[src/rtl/fpmult_rr_scheduler.sv]
// Round-robin front end sharing one stall-free pipelined FP32 multiplier among
// NUM_REQ requesters; a tag pipe tracks result ownership.
module fpmult_rr_scheduler #(
    parameter int NUM_REQ = 4,
    parameter int MUL_LAT = 2,
    parameter int IDX_W   = $clog2(NUM_REQ)
) (
    input  logic                  clk,
    input  logic                  rst,
    input  logic [NUM_REQ-1:0]    req_valid_i,
    output logic [NUM_REQ-1:0]    req_ready_o,
    input  logic [32*NUM_REQ-1:0] req_a_i,
    input  logic [32*NUM_REQ-1:0] req_b_i,
    input  logic                  drain_i,
    output logic [31:0]           mul_a_o,
    output logic [31:0]           mul_b_o,
    input  logic [31:0]           mul_result_i,
    input  logic [4:0]            mul_flags_i,
    output logic [NUM_REQ-1:0]    rsp_valid_o,
    output logic [31:0]           rsp_result_o,
    output logic [4:0]            rsp_flags_o,
    output logic                  idle_o,
    output logic [31:0]           ops_issued_o
);

    logic [IDX_W-1:0]              rr_ptr_q, rr_ptr_d;
    logic                          iss_v_q, iss_v_d;
    logic [IDX_W-1:0]              iss_idx_q, iss_idx_d;
    logic [31:0]                   mul_a_q, mul_a_d;
    logic [31:0]                   mul_b_q, mul_b_d;
    logic [MUL_LAT-1:0]            tag_v_q, tag_v_d;
    logic [MUL_LAT-1:0][IDX_W-1:0] tag_idx_q, tag_idx_d;
    logic [NUM_REQ-1:0]            rsp_valid_q, rsp_valid_d;
    logic [31:0]                   rsp_result_q, rsp_result_d;
    logic [4:0]                    rsp_flags_q, rsp_flags_d;
    logic [31:0]                   ops_q, ops_d;

    logic                          grant_vld;
    logic [IDX_W-1:0]              grant_idx;
    logic [IDX_W:0]                cand;

    // Scan from rr_ptr upward; walking k downward lets the nearest eligible win.
    always_comb begin
        grant_vld = 1'b0;
        grant_idx = '0;
        cand      = '0;
        for (int k = NUM_REQ - 1; k >= 0; k--) begin
            cand = {1'b0, rr_ptr_q} + (IDX_W + 1)'(k);
            if (cand >= (IDX_W + 1)'(NUM_REQ))
                cand = cand - (IDX_W + 1)'(NUM_REQ);
            if (!rst && !drain_i && req_valid_i[cand[IDX_W-1:0]]) begin
                grant_vld = 1'b1;
                grant_idx = cand[IDX_W-1:0];
            end
        end
    end

    // Ready is only raised on a valid port, so a grant is an accept.
    assign req_ready_o = grant_vld ? (NUM_REQ'(1) << grant_idx) : '0;

    always_comb begin
        rr_ptr_d  = rr_ptr_q;
        iss_v_d   = grant_vld;
        iss_idx_d = iss_idx_q;
        mul_a_d   = mul_a_q;
        mul_b_d   = mul_b_q;
        ops_d     = ops_q;
        if (grant_vld) begin
            rr_ptr_d  = (grant_idx == IDX_W'(NUM_REQ - 1)) ? '0 : grant_idx + 1'b1;
            iss_idx_d = grant_idx;
            mul_a_d   = req_a_i[32*int'(grant_idx) +: 32];
            mul_b_d   = req_b_i[32*int'(grant_idx) +: 32];
            ops_d     = ops_q + 32'd1;
        end
    end

    // Tag pipe mirrors the multiplier depth so the last stage lines up with its result.
    always_comb begin
        tag_v_d      = tag_v_q;
        tag_idx_d    = tag_idx_q;
        tag_v_d[0]   = iss_v_q;
        tag_idx_d[0] = iss_idx_q;
        for (int k = 1; k < MUL_LAT; k++) begin
            tag_v_d[k]   = tag_v_q[k-1];
            tag_idx_d[k] = tag_idx_q[k-1];
        end
    end

    always_comb begin
        rsp_valid_d  = '0;
        rsp_result_d = rsp_result_q;
        rsp_flags_d  = rsp_flags_q;
        if (tag_v_q[MUL_LAT-1]) begin
            rsp_valid_d  = NUM_REQ'(1) << tag_idx_q[MUL_LAT-1];
            rsp_result_d = mul_result_i;
            rsp_flags_d  = mul_flags_i;
        end
    end

    always_ff @(posedge clk) begin
        if (rst) begin
            rr_ptr_q     <= '0;
            iss_v_q      <= 1'b0;
            iss_idx_q    <= '0;
            mul_a_q      <= '0;
            mul_b_q      <= '0;
            tag_v_q      <= '0;
            tag_idx_q    <= '0;
            rsp_valid_q  <= '0;
            rsp_result_q <= '0;
            rsp_flags_q  <= '0;
            ops_q        <= '0;
        end else begin
            rr_ptr_q     <= rr_ptr_d;
            iss_v_q      <= iss_v_d;
            iss_idx_q    <= iss_idx_d;
            mul_a_q      <= mul_a_d;
            mul_b_q      <= mul_b_d;
            tag_v_q      <= tag_v_d;
            tag_idx_q    <= tag_idx_d;
            rsp_valid_q  <= rsp_valid_d;
            rsp_result_q <= rsp_result_d;
            rsp_flags_q  <= rsp_flags_d;
            ops_q        <= ops_d;
        end
    end

    assign mul_a_o      = mul_a_q;
    assign mul_b_o      = mul_b_q;
    assign rsp_valid_o  = rsp_valid_q;
    assign rsp_result_o = rsp_result_q;
    assign rsp_flags_o  = rsp_flags_q;
    assign ops_issued_o = ops_q;
    assign idle_o       = !iss_v_q && !(|tag_v_q) && !(|rsp_valid_q);

endmodule

[config.mk]
export PLATFORM = sky130hd
export DESIGN_NAME = fpmult_rr_scheduler
export DESIGN_NICKNAME = d
export VERILOG_FILES = /design/src/rtl/fpmult_rr_scheduler.sv
export SDC_FILE = /design/constraint.sdc
export NUM_CORES = 1
export LEC_CHECK = 0
export ABC_AREA = 1
export CAP_MARGIN = 10
export CORE_AREA = 2 2 171 173
export CTS_CLUSTER_DIAMETER = 150
export CTS_CLUSTER_SIZE = 12
export DETAILED_ROUTE_END_ITERATION = 8
export DIE_AREA = 0 0 173 175
export PLACE_DENSITY = 0.65
export SYNTH_ARGS = -nofsm -noshare
export SYNTH_HDL_FRONTEND = slang
export SYNTH_SLANG_ARGS = --single-unit
[constraint.sdc]
create_clock -name clk -period 2 [get_ports clk]
set_input_delay 0.3 -clock clk [delete_from_list [all_inputs] [get_ports clk]]
set_output_delay 0.3 -clock clk [all_outputs]
set_load 0.005 [all_outputs]
==> key figures, run 1 <==
Status
  – Outcome: finished, violations left
  – Violated checks: negative setup slack

STA
  – Worst slew pin tran: about 0.41 ns
  – FMAX: around 0.44 GHz
  – Fin. Hold Viols: 0
  – Max-slew violations: 0
  – Slew Limit Headroom: about 73%
  – Clk_skew: 0.01505 ns
  – RSZ-0062 raised after global routing: yes
  – Final worst slack: -0.2915 ns
  – Fin crit period: 2.291 ns
  – Final Cycle Share: 114.6%
  – # setup viols final: slightly below 70

Synthesis
  – Synth area leader: dfxtp_1
  – Syn nets: about 1,600
  – Unique masters post-synth: 29
  – Mapped Cells: ~1,300
  – Syn. warnings: 0
  – Synth top area share: between 30% and 40%
  – Cell Area, Synth: roughly 8000 um2
  – Average cell area after synthesis: 6.373 um2
  – Yosys reg bits: roughly 150
  – Top cells by area, synth: dfxtp_1, nand3_1, nand2_1
  – Seq/Total Area, Yosys: ~37%

Clock network
  – Root Buffer: clkbuf_16
  – H-tree levels: 4
  – Clock Sink Count: around 150
  – Clock Latency Late Sink: 0.43 ns
  – Clock buffer depth: 2
  – CTS tree: done
  – Worst-path clk slew: roughly 0.07 ns
  – CTS buffer count: 17

Routing
  – DRC Markers: 0
  – Wirelength, routed: 37.39 mm
  – Via/cell ratio: 4.918
  – First DRT Iteration DRCs: between 600 and 700
  – DR WL/cell: approximately 18 um
  – Via count: just over 10,000
  – Pre-antenna DRT Iters: 5
  – Post-route ant nets: 0

Floorplanning
  – Core Area: 28,390 um2
  – Initial core utilization: roughly 28%
  – Rows: between 60 and 70
  – Boundary Pins: between 400 and 500
  – Die Width: roughly 170 um
  – Die area: between 30,000 and 40,000 um2
  – Vert. Die Dim: around 180 um

Setup path
  – WP data required: about 1.7 ns
  – Crit Path Max Fanout: 7
  – Critical path startpoint category: flip-flop
  – Crit path DAT: roughly 2.0 ns
  – Critical path class: flip-flop to output port
  – CP Capture Type: output port

Placed design
  – Worst slack at placement: -0.7465 ns
  – Placed Cells incl. Taps: approximately 2,000
  – Detailed placement HPWL: about 26 mm
  – Port-buffer cells: around 440
  – RD Place Congestion: slightly above 0.9

Global route
  – Vias in the first global route: ~10,000
  – Initial antenna violation count: 2
  – First-pass GRT wire length: around 57 mm
  – GRT Overall Usage: a little under a quarter
  – Gr ovfl total: 0
  – Pin count of the biggest net entering global routing: between 80 and 90

Layout
  – Post-route insts no fill: around 2,100
  – Ratio of cells with drive above 1 in the final layout: between 10 and 15%
  – Synthesis-to-finish area growth: 79.55%
  – Final nets: 2,006
  – Multi-input logic area: between 4000 and 5000 um2
  – Register area: around 3000 um2
  – # fillers: roughly 2,800

Power and ir drop
  – Leakage dissipation: approximately 6.0 nW
  – Pwr Total: 18.58 mW
  – PD cells: 1293 nW/um2
  – VDD IR max: just under 0.9 mV

Hold path
  – Hold Crit Class: flip-flop to flip-flop

Flow run
  – MaxCap Viol Count: 0
## stage by stage
step	setup TNS, ns	utilization (%)	instance area (um2)	hold WS (ns)
global route	-17.41	50.61	14370	0.4237
finish	-8.004	50.62	14370	0.4029
CTS	-4.028	50.35	14300	0.4080
floorplan	0	-	8004	0.3883
global placement	-40.19	46.05	13070	0.4008
detailed placement	-39.71	46.05	13070	0.3961
## critical path, stage by stage (launching register included)
cell     delay [ns]
dfxtp_4        0.41
inv_6          0.06
nand2_2        0.06
nand2_2        0.08
nand2_2        0.10
nand2_4        0.09
nand2_4        0.07
nand2_2        0.07
nand2_2        0.07
nand2_4        0.05
nand2_4        0.07
inv_2          0.04
nor3_2         0.15
buf_4          0.15
buf_6          0.09
## sequential cells by signal, indices dropped and copies added, names as in the netlist
signal        cells
iss_v_q           1
tag_idx_q         2
tag_idx_d         2
tag_v_q           2
iss_idx_q         2
ops_issued_o     32
mul_a_o          32
rsp_valid_o       4
rr_ptr_q          2
mul_b_o          32
rsp_result_o     32
rsp_flags_o       5
## area by class of cell
class	instances	share of cell area, %
diodes	2	0.03482
clock buffers	17	2.960
clock inverters	15	1.289
inverters	39	1.053
multi-input cells	977	32.31
flip-flops and latches	148	20.65
well taps	384	3.343
repair buffers	522	38.36
## kinds of logic after synthesis
logic type               share of synthesized area (%)
XOR/XNOR                                         2.407
flip-flops                                       37.02
AND/OR/NAND/NOR                                  47.74
AO/OA/AOI/OAI                                    4.987
buffers and inverters                            7.691
adder cells (fa/ha/maj)                         0.1563
## layout by cell type (no fill, tap or decap), types with 8 or more instances in the layout
cell type        synthesis  final
a21oi_1                 31     30
buf_12                   0     14
buf_16                   0     13
buf_4                   19     45
buf_6                    1      8
clkbuf_16                0     17
clkdlybuf4s50_1          0    435
dfxtp_1                148    146
inv_1                   36     33
nand2_1                380    359
nand2_2                  2     17
nand3_1                338    324
nand3_2                  3     13
nand4_1                 10     10
nor2_1                 114    113
nor3_1                  20     19
o21ai_0                 44     42
xor2_1                  15     15
## metal layers
layer  up-vias  GRT usage [%]  part of all wire, %
met2       417          43.98                   51
met4         0          6.850                  2.5
li1       5062              -                    -
met3        62          6.593                  7.1
met1      4807          27.03                   40
met5         -              0                    0
## synth_stat cells, drive strengths merged
library cell	n
ha	1
a21boi	1
nand2	383
inv	39
xor2	15
a21oi	31
a211oi	1
buf	63
nor2	117
o21ai	44
dfxtp	148
xnor2	7
nand4	10
nor3	20
nand3b	2
nor4	2
nand3	341
a22o	1
nor3b	1
clkbuf	29
## report_power, final
part,internal [mW],leakage [nW],switching (mW)
logic,5.18,4.51,5.90
registers,3.74,1.22,0.439
clock network,1.70,0.292,1.62
total,10.6,6.02,7.96
## path summary, 6_finish.rpt
kind	slack, ns	end	start	cells past startpoint
worst min register to register	0.40	tag_idx_q[3]	tag_idx_d[3]	2
worst max register to register	-0.19	mul_a_o[8]	rr_ptr_q[0]	17
worst max-delay path	-0.29	req_ready_o[0]	rr_ptr_q[0]	14
worst min-delay path	0.40	tag_idx_q[3]	tag_idx_d[3]	2
## repair_timing
action / 4_1_cts / 5_1_grt
setup endpoints to repair: 77 / 83
pin swaps: 16 / 11
hold buffers: 0 / 0
cloned: 9 / 0
setup buffers: 12 / 1
resized for setup: 90 / 18
(Power assumes the default switching activity.)
==> run 2, diff against run 1 <==
--- a/config.mk
+++ b/config.mk
@@ -6,7 +6,7 @@
 export NUM_CORES = 1
 export LEC_CHECK = 0
 export ABC_AREA = 1
-export CAP_MARGIN = 10
+export CAP_MARGIN = 20
 export CORE_AREA = 2 2 171 173
 export CTS_CLUSTER_DIAMETER = 150
 export CTS_CLUSTER_SIZE = 12
==> results of run 2 <==
No change in the layout: final DEF, timing and power equal those of run 1.
